--- src/rtl/if_id_rx_if.sv ---
// Fetch-to-decode bus for the IF/ID receive stage: fetch-side inputs plus registered decode-side outputs.
interface if_id_rx_if;
  localparam int unsigned INSTR_W = 16;
  localparam int unsigned PC_W    = 32;
  localparam int unsigned CNT_W   = 16;

  logic [INSTR_W-1:0] instruction;
  logic [INSTR_W-1:0] Data;
  logic [PC_W-1:0]    PC_IF_out;
  logic               INT;
  logic               stall;
  logic               flush;

  logic [INSTR_W-1:0] instr_out;
  logic [INSTR_W-1:0] imm_out;
  logic [PC_W-1:0]    pc_out;
  logic               int_out;
  logic               valid_out;
  logic               busy;
  logic [CNT_W-1:0]   retired_cnt;
  logic               illegal_out;

  // Fetch side drives the word stream and control, observes the decode-side view.
  modport master (
    output instruction, Data, PC_IF_out, INT, stall, flush,
    input  instr_out, imm_out, pc_out, int_out, valid_out, busy, retired_cnt, illegal_out
  );

  modport slave (
    input  instruction, Data, PC_IF_out, INT, stall, flush,
    output instr_out, imm_out, pc_out, int_out, valid_out, busy, retired_cnt, illegal_out
  );
endinterface

--- src/rtl/if_id_rx.sv ---
// IF/ID receive stage: assembles one- and two-word (I-type, opcode 8) instructions for decode.
// Optional macro IF_ID_RX_ILLEGAL_OP_EN flags opcodes D/E/F as illegal; otherwise they pass through.
module if_id_rx (
  input  logic        clk,
  input  logic        reset,
  if_id_rx_if.slave   bus
);
  localparam int unsigned INSTR_W = 16;
  localparam int unsigned PC_W    = 32;
  localparam int unsigned CNT_W   = 16;
  localparam logic [3:0]  OP_ITYPE = 4'd8;

  typedef enum logic [0:0] {
    OPCODE   = 1'b0,
    WAIT_IMM = 1'b1
  } state_e;

  state_e             state_q;
  logic [INSTR_W-1:0] hold_instr_q;
  logic [PC_W-1:0]    hold_pc_q;
  logic [INSTR_W-1:0] instr_q;
  logic [INSTR_W-1:0] imm_q;
  logic [PC_W-1:0]    pc_q;
  logic               int_q;
  logic               valid_q;
  logic               busy_q;
  logic [CNT_W-1:0]   retired_q;
  logic [CNT_W-1:0]   retired_inc_d;
  logic               illegal_q;
  logic               opc_illegal;

  assign retired_inc_d = (retired_q == {CNT_W{1'b1}}) ? retired_q : retired_q + CNT_W'(1);

`ifdef IF_ID_RX_ILLEGAL_OP_EN
  assign opc_illegal = (bus.instruction[15:12] >= 4'hD);
`else
  assign opc_illegal = 1'b0;
`endif

  always_ff @(posedge clk) begin
    if (reset) begin
      state_q      <= OPCODE;
      hold_instr_q <= '0;
      hold_pc_q    <= '0;
      instr_q      <= '0;
      imm_q        <= '0;
      pc_q         <= '0;
      int_q        <= 1'b0;
      valid_q      <= 1'b0;
      busy_q       <= 1'b0;
      retired_q    <= '0;
      illegal_q    <= 1'b0;
    end else if (bus.flush) begin
      state_q      <= OPCODE;
      hold_instr_q <= '0;
      hold_pc_q    <= '0;
      instr_q      <= '0;
      imm_q        <= '0;
      pc_q         <= '0;
      int_q        <= 1'b0;
      valid_q      <= 1'b0;
      busy_q       <= 1'b0;
      illegal_q    <= 1'b0;
    end else if (!bus.stall) begin
      if (bus.INT) begin
        // Interrupt marker wins over any half-assembled I-type word.
        state_q      <= OPCODE;
        hold_instr_q <= '0;
        hold_pc_q    <= '0;
        instr_q      <= '0;
        imm_q        <= '0;
        pc_q         <= bus.PC_IF_out;
        int_q        <= 1'b1;
        valid_q      <= 1'b0;
        busy_q       <= 1'b0;
        illegal_q    <= 1'b0;
      end else begin
        int_q     <= 1'b0;
        illegal_q <= 1'b0;
        case (state_q)
          OPCODE: begin
            imm_q <= '0;
            pc_q  <= bus.PC_IF_out;
            if (bus.instruction == '0) begin
              instr_q <= '0;
              valid_q <= 1'b0;
              busy_q  <= 1'b0;
            end else if (bus.instruction[15:12] == OP_ITYPE) begin
              hold_instr_q <= bus.instruction;
              hold_pc_q    <= bus.PC_IF_out;
              state_q      <= WAIT_IMM;
              instr_q      <= '0;
              valid_q      <= 1'b0;
              busy_q       <= 1'b1;
            end else if (opc_illegal) begin
              instr_q   <= '0;
              valid_q   <= 1'b0;
              busy_q    <= 1'b0;
              illegal_q <= 1'b1;
            end else begin
              instr_q   <= bus.instruction;
              valid_q   <= 1'b1;
              busy_q    <= 1'b0;
              retired_q <= retired_inc_d;
            end
          end
          WAIT_IMM: begin
            // Data is taken as the immediate regardless of its top nibble.
            instr_q      <= hold_instr_q;
            imm_q        <= bus.Data;
            pc_q         <= hold_pc_q;
            valid_q      <= 1'b1;
            busy_q       <= 1'b0;
            state_q      <= OPCODE;
            hold_instr_q <= '0;
            hold_pc_q    <= '0;
            retired_q    <= retired_inc_d;
          end
          default: begin
            state_q <= OPCODE;
            instr_q <= '0;
            valid_q <= 1'b0;
            busy_q  <= 1'b0;
          end
        endcase
      end
    end
  end

  assign bus.instr_out   = instr_q;
  assign bus.imm_out     = imm_q;
  assign bus.pc_out      = pc_q;
  assign bus.int_out     = int_q;
  assign bus.valid_out   = valid_q;
  assign bus.busy        = busy_q;
  assign bus.retired_cnt = retired_q;
  assign bus.illegal_out = illegal_q;
endmodule

--- src/flat_wrapper.sv ---
// flat-port wrapper written by rule: the top's interface ports become plain ports
module if_id_rx_flat 
  (clk, reset, bus_instruction, bus_Data, bus_PC_IF_out, bus_INT, bus_stall, bus_flush, bus_instr_out, bus_imm_out, bus_pc_out, bus_int_out, bus_valid_out, bus_busy, bus_retired_cnt, bus_illegal_out);
  if_id_rx_if bus_i ();
  input  logic clk;
  input  logic reset;
  input wire logic [$bits(bus_i.instruction)-1:0] bus_instruction;
  input wire logic [$bits(bus_i.Data)-1:0] bus_Data;
  input wire logic [$bits(bus_i.PC_IF_out)-1:0] bus_PC_IF_out;
  input wire logic [$bits(bus_i.INT)-1:0] bus_INT;
  input wire logic [$bits(bus_i.stall)-1:0] bus_stall;
  input wire logic [$bits(bus_i.flush)-1:0] bus_flush;
  output wire logic [$bits(bus_i.instr_out)-1:0] bus_instr_out;
  output wire logic [$bits(bus_i.imm_out)-1:0] bus_imm_out;
  output wire logic [$bits(bus_i.pc_out)-1:0] bus_pc_out;
  output wire logic [$bits(bus_i.int_out)-1:0] bus_int_out;
  output wire logic [$bits(bus_i.valid_out)-1:0] bus_valid_out;
  output wire logic [$bits(bus_i.busy)-1:0] bus_busy;
  output wire logic [$bits(bus_i.retired_cnt)-1:0] bus_retired_cnt;
  output wire logic [$bits(bus_i.illegal_out)-1:0] bus_illegal_out;
  assign bus_i.instruction = bus_instruction;
  assign bus_i.Data = bus_Data;
  assign bus_i.PC_IF_out = bus_PC_IF_out;
  assign bus_i.INT = bus_INT;
  assign bus_i.stall = bus_stall;
  assign bus_i.flush = bus_flush;
  assign bus_instr_out = bus_i.instr_out;
  assign bus_imm_out = bus_i.imm_out;
  assign bus_pc_out = bus_i.pc_out;
  assign bus_int_out = bus_i.int_out;
  assign bus_valid_out = bus_i.valid_out;
  assign bus_busy = bus_i.busy;
  assign bus_retired_cnt = bus_i.retired_cnt;
  assign bus_illegal_out = bus_i.illegal_out;
  if_id_rx u_core (.clk(clk), .reset(reset), .bus(bus_i));
endmodule
--- config.mk ---
export PLATFORM = sky130hd
export DESIGN_NAME = if_id_rx_flat
export DESIGN_NICKNAME = d
export VERILOG_FILES = /design/src/rtl/if_id_rx_if.sv /design/src/rtl/if_id_rx.sv /design/src/flat_wrapper.sv
export SDC_FILE = /design/constraint.sdc
export NUM_CORES = 1
export LEC_CHECK = 0
export CAP_MARGIN = 20
export CORE_ASPECT_RATIO = 1.4
export CORE_MARGIN = 10
export CORE_UTILIZATION = 40
export CTS_BUF_LIST = sky130_fd_sc_hd__clkbuf_8
export CTS_CLUSTER_SIZE = 24
export DETAILED_ROUTE_END_ITERATION = 16
export GPL_TIMING_DRIVEN = 0
export PLACE_DENSITY_LB_ADDON = 0.3
export SETUP_SLACK_MARGIN = 0.4
export SLEW_MARGIN = 5
export SYNTH_ARGS = -nofsm -noshare
export SYNTH_HDL_FRONTEND = slang
export SYNTH_SLANG_ARGS = --single-unit
--- constraint.sdc ---
create_clock -name clk -period 2.98 [get_ports clk]
set_input_delay 0.596 -clock clk [delete_from_list [all_inputs] [get_ports clk]]
set_output_delay 0.596 -clock clk [all_outputs]
set_load 0.02 [all_outputs]
# After elaboration in Yosys (flattened, before gate mapping)
# Index checks and enable logic that the tools add are counted.
word_totals:
  reg_bits: 131
  inputBits: 69
  out_inout_bits: 84
  word_cells: 53
op_classes:
  n_addsub: 1
  eq_ne: 6
  mux: 29
  n_bitwise: 4
  n_reduce_logical: 4
op_table:
  columns: ["operator", "count"]
  rows:
  - ["$mux 16", 10]
  - ["$mux 32", 4]
  - ["$pmux 16 s2", 4]
  - ["$pmux 32 s2", 2]
  - ["$add 16x1->16 const B", 1]
  - ["$eq 16x16->1 const B", 1]
  - ["$logic_not 16->1", 1]
  - ["$mux 1", 7]
  - ["$reduce_and 5->1", 1]
  - ["$eq 4x4->1 const B", 1]
  - ["$ne 2x2->1 const B", 2]
  - ["$not 1->1", 4]
  - ["$pmux 1 s2", 2]
  - ["$ne 3x2->1 const B", 1]
  - ["$ne 3x3->1 const B", 1]
  - ["$reduce_and 3->1", 1]
  - ["$reduce_or 2->1", 1]

# Logic depth before layout (Yosys ltp)
depth:
  word_depth: 5
  ltp_mapped: 9
  mapped_depth_nobuf: 6

# Least setup slack after synthesis
# Ideal clock, no wire load.
synth_path:
  path_kind: "input-to-reg"
  start: "input port bus_stall"
  end: "register u_core.retired_q[9] (netlist: u_core.bus.retired_cnt[9])"
  t_arrival_ps: 1989
  required_time_ps: 2859
  path_slack_ps: 870
  cell_stages: 7
  n_path_buf: 2
  cell_sequence: "buf_2 nor3_2 o21ai_1 a311o_1 buf_6 nor3b_1 mux2_2"
synth_between:
  elab_chain_cells: 2
synth_rtl:
  columns: ["element", "line_no", "text"]
  rows:
  - ["start, declared", "flat_wrapper.sv:11", "input wire logic [$bits(bus_i.stall)-1:0] bus_stall;"]
  - ["$not 1->1 (no source line)", null, null]
  - ["$reduce_and 5->1 (no source line)", null, null]
  - ["end signal, assigned", "if_id_rx.sv:104", "retired_q <= retired_inc_d;"]
  - ["end signal, assigned", "if_id_rx.sv:117", "retired_q <= retired_inc_d;"]
  - ["end, declared", "if_id_rx.sv:27", "logic [CNT_W-1:0] retired_q;"]
# No other way between the ends.
# A chain may end at the register's enable or synchronous reset.

# Final worst setup path
layout_path:
  start: "input port bus_INT"
  end: "register u_core.pc_q[23] (netlist: u_core.bus.pc_out[23])"
layout_between:
  elab_chain_cells: 1
layout_rtl:
  columns: ["element", "line_no", "text"]
  rows:
  - ["start, declared", "flat_wrapper.sv:10", "input wire logic [$bits(bus_i.INT)-1:0] bus_INT;"]
  - ["$mux 32", "if_id_rx.sv:65", "if (bus.INT) begin"]
  - ["end signal, assigned", "if_id_rx.sv:72", "pc_q <= bus.PC_IF_out;"]
  - ["end signal, assigned", "if_id_rx.sv:83", "pc_q <= bus.PC_IF_out;"]
  - ["end signal, assigned", "if_id_rx.sv:111", "pc_q <= hold_pc_q;"]
  - ["end, declared", "if_id_rx.sv:23", "logic [PC_W-1:0] pc_q;"]
# No other way between the ends.

==> insert_results.sql <==
INSERT INTO impl_metrics (metric_group, metric, value, unit) VALUES
('outcome', 'outcome', 'completed', ''),
('die', 'io_pins', '153', ''),
('layout', 'drive_above_1_share', '7.605', '%'),
('sta', 'fin_crit', '2.429', 'ns'),
('die', 'fp.dieH', '156.7', 'µm'),
('die', 'die_area', '18450', 'µm²'),
('synth', 'synth-warning-count', '0', ''),
('global_route', 'grt_remaining_overflow', '0', ''),
('die', 'core-area', '13000', 'µm²'),
('routing', 'viasPerCell', '5.148', ''),
('synth', 'post_synth.cell_area_avg', '8.802', 'µm²'),
('clock_tree', 'post_cts_buffers', '0', ''),
('layout', 'diodes', '0', ''),
('die', 'starting_density_of_the_core', '41.11', '%'),
('die', 'die_width', '117.7', 'µm'),
('flow_run', 'timing.max_cap.violations', '0', ''),
('place', 'place.port_buffers', '150', ''),
('hold_path', 'hold_path_class', 'register to register', ''),
('synth', 'synth-adder-area-share', '0.2342', '%'),
('synth', 'async_reset_ff_share', '0', '%'),
('synth', 'summed_instance_area_of_the_synthesized_netlist', '5343', 'µm²'),
('place', 'place.gp.congestion', '0.8037', ''),
('synth', 'synth_compound_area_share', '16.42', '%'),
('synth', 'netlist_instances', '607', ''),
('power_and_ir_drop', 'peakVddDrop', '0.0002515', 'V'),
('clock_tree', 'cts_tree', 'built', ''),
('sta', 'setup_violations', '0', ''),
('sta', 'worst-slew-pin-transition', '0.6811', 'ns'),
('sta', 'clock-skew-final', '0.01191', 'ns'),
('synth', 'synth-edff-count', '0', ''),
('global_route', 'largest_net_degree_at_the_start_of_global_routing', '17', ''),
('setup_path', 'critPathMaxFanout', '10', ''),
('power_and_ir_drop', 'report.power.total', '3.539', 'mW'),
('synth', 'synthSimpleGateAreaFrac', '20.61', '%'),
('sta', 'fmax', '411.8', 'MHz'),
('power_and_ir_drop', 'power_leakage', '2.757', 'nW'),
('layout', 'flow.area_growth_from_synthesis', '39.58', '%'),
('sta', 'rsz0062_at_grt', 'false', ''),
('clock_tree', 'cts-htree-levels', '4', ''),
('synth', 'seq_area_frac_synth', '49.09', '%'),
('place', 'placedInstanceArea', '7067', 'µm²'),
('power_and_ir_drop', 'power.density_cell_area', '474.6', 'nW/µm²'),
('synth', 'synth_xor_area_share', '0', '%'),
('routing', 'wl_per_cell', '16.79', 'µm'),
('setup_path', 'max_stage_delay', '0.67', 'ns'),
('routing', 'antenna_violating_nets_post_route', '0', ''),
('layout', 'finalNetCount', '846', ''),
('sta', 'worst_slew_margin_rel', '54.59', '%'),
('place', 'detailedPlacementHpwl', '12.65', 'mm'),
('clock_tree', 'clk_pin_slew', '0.08', 'ns'),
('clock_tree', 'tritoncts.num_buffers', '17', ''),
('routing', 'drt_iter0_drc', '238', ''),
('setup_path', 'critical_path.startpoint_type', 'primary input', ''),
('synth', 'synthDistinctLibCells', '49', ''),
('synth', 'dominant_combinational_cell_family_by_area_after_synthesis', 'simple AND/OR/NAND/NOR gates', ''),
('layout', 'finish.instance_area', '7457', 'µm²'),
('global_route', 'grt_antenna_before_repair', '0', ''),
('routing', 'via_count', '4978', ''),
('routing', 'wirelength', '16.23', 'mm'),
('setup_path', 'cpMaxStageDelayCell', 'sky130_fd_sc_hd__clkdlybuf4s50_1', ''),
('setup_path', 'timing.setup.critical_path_class', 'primary input to register', ''),
('sta', 'finalMaxSlewViolations', '0', ''),
('synth', 'synthMuxAreaShare', '9.696', '%'),
('clock_tree', 'clock_latency', '0.43', 'ns'),
('synth', 'postSynthRegisterBits', '131', ''),
('clock_tree', 'clock_sink_count', '131', ''),
('clock_tree', 'cts.path.max_buffers', '2', ''),
('setup_path', 'worstPathRequired', '3.28', 'ns'),
('synth', 'ys.flop_type', 'sky130_fd_sc_hd__dfxtp_1', ''),
('routing', 'post-route-drc-count', '0', ''),
('sta', 'final-hold-violation-count', '0', ''),
('global_route', 'grt_pass1_wl', '26.21', 'mm'),
('sta', 'final_min_period_over_clock_period', '81.49', '%'),
('synth', 'synth.net_count', '677', ''),
('die', 'row_count', '49', ''),
('routing', 'detailedRoute.firstPassIterationCount', '5', ''),
('global_route', 'grt_util_all_layers', '17.33', '%'),
('setup_path', 'worst_ep_arrival_time', '2.72', 'ns'),
('setup_path', 'cp_cell_sequence', 'clkdlybuf4s50_1 -> nand2b_1 -> clkbuf_1 -> buf_2 -> buf_2 -> mux2i_1 -> nor2_1 -> a21oi_1 -> nor2_1', ''),
('global_route', 'grt_pass1_vias', '5219', ''),
('sta', 'finalSetupTns', '0', 'ns'),
('setup_path', 'worstSetupEndpointType', 'register', ''),
('clock_tree', 'ctsRootBufferMaster', 'sky130_fd_sc_hd__clkbuf_8', '');
[what timing repair did]
| action | CTS | global route |
|---|---|---|
| resized for setup | 0 | 5 |
| hold buffers | 0 | 0 |
| endpoints found under the setup margin | 0 | 44 |
[worst max-delay path, delay by kind of cell]
family | cells | cell delay, ns
AOI/OAI and AO/OA | 1 | 0.14
buffers and inverters | 4 | 1.48
and+or+nand+nor | 3 | 0.27
muxes | 1 | 0.23
[through the flow]
stage	util [%]	worst slack, ns	std cells	hold slack, ns
finish	57.37	0.5515	967	0.4533
global route	57.37	0.4403	967	0.4837
CTS	57.27	0.4213	967	0.4613
detailed placement	54.37	-0.03663	935	0.4423
global placement	54.37	-0.02098	935	0.4362
floorplan	-	0.8699	607	0.4467
[path summary, 6_finish.rpt]
kind                        endpoint  depth (start not counted)  slack (ns)                    start
max            u_core.bus.pc_out[23]                          9        0.55                  bus_INT
min          u_core.bus.instr_out[5]                          2        0.45  u_core.bus.instr_out[5]
max reg2reg    u_core.bus.pc_out[23]                          9        0.88          u_core.bus.busy
min reg2reg  u_core.bus.instr_out[5]                          2        0.45  u_core.bus.instr_out[5]
[routing by layer]
layer	GRT usage [%]	share of wire, %
met4	6.257	1.7
met1	17.46	39
met2	31.55	52
met3	7.094	7.7
met5	0	0
[cell usage in the layout, fill, tap and decap left out, types with 7 or more instances in the layout]
cell type / count
sky130_fd_sc_hd__a21oi_1: 62
sky130_fd_sc_hd__a22oi_1: 45
sky130_fd_sc_hd__clkbuf_1: 34
sky130_fd_sc_hd__clkbuf_8: 18
sky130_fd_sc_hd__clkdlybuf4s50_1: 150
sky130_fd_sc_hd__dfxtp_1: 131
sky130_fd_sc_hd__mux2i_1: 45
sky130_fd_sc_hd__nand2_1: 21
sky130_fd_sc_hd__nor2_1: 139
sky130_fd_sc_hd__nor3b_1: 17
sky130_fd_sc_hd__o21ai_0: 17
sky130_fd_sc_hd__or4_1: 7
[flip-flops by register name (all words and copies together) (netlist names)]
signal / cells
u_core.bus.pc_out: 32
u_core.hold_pc_q: 32
u_core.bus.imm_out: 16
u_core.bus.instr_out: 16
u_core.bus.retired_cnt: 16
u_core.hold_instr_q: 16
u_core.bus.busy: 1
u_core.bus.int_out: 1
u_core.bus.valid_out: 1
[power by group]
part / internal, mW / switching (mW) / total, mW / leakage (nW)
registers: 1.77 / 0.0123 / 1.78 / 1.06
logic: 0.162 / 0.179 / 0.341 / 1.51
clock network: 0.690 / 0.726 / 1.42 / 0.186
total: 2.62 / 0.917 / 3.54 / 2.76
[kinds of logic after synthesis]
family	count (synthesis)
buffers and inverters	49
multiplexers	51
adder cells (fa/ha/maj)	1
AND/OR/NAND/NOR	232
AO/OA/AOI/OAI	142
flip-flops	131
other	1
[synthesized netlist by cell type, types with 5 or more instances]
cell,number,area [µm²]
sky130_fd_sc_hd__o21ai_0,17,85.08
sky130_fd_sc_hd__nand3_1,6,30.03
sky130_fd_sc_hd__nand2_1,21,78.83
sky130_fd_sc_hd__a22oi_1,45,337.8
sky130_fd_sc_hd__mux2i_1,45,450.4
sky130_fd_sc_hd__o31ai_1,6,45.04
sky130_fd_sc_hd__nor2_1,139,521.8
sky130_fd_sc_hd__nor3b_1,17,127.6
sky130_fd_sc_hd__clkbuf_1,35,131.4
sky130_fd_sc_hd__a21oi_1,62,310.3
sky130_fd_sc_hd__mux2_2,5,56.30
sky130_fd_sc_hd__and3_1,6,37.54
sky130_fd_sc_hd__or4_1,7,52.55
sky130_fd_sc_hd__buf_2,6,30.03
sky130_fd_sc_hd__dfxtp_1,131,2623
[cell type report]
| type | count | area [µm²] |
|---|---|---|
| fill | 1184 | 5540 |
| sequential | 131 | 2623 |
| multi-input combinational | 427 | 2524 |
| timing repair buffer | 150 | 1501 |
| clock buffer | 18 | 247.7 |
| tap | 178 | 222.7 |
| buffer | 48 | 206.4 |
| clock inverter | 14 | 128.9 |
| inverter | 1 | 3.754 |
No activity file was read; power rests on OpenSTA's default activity.
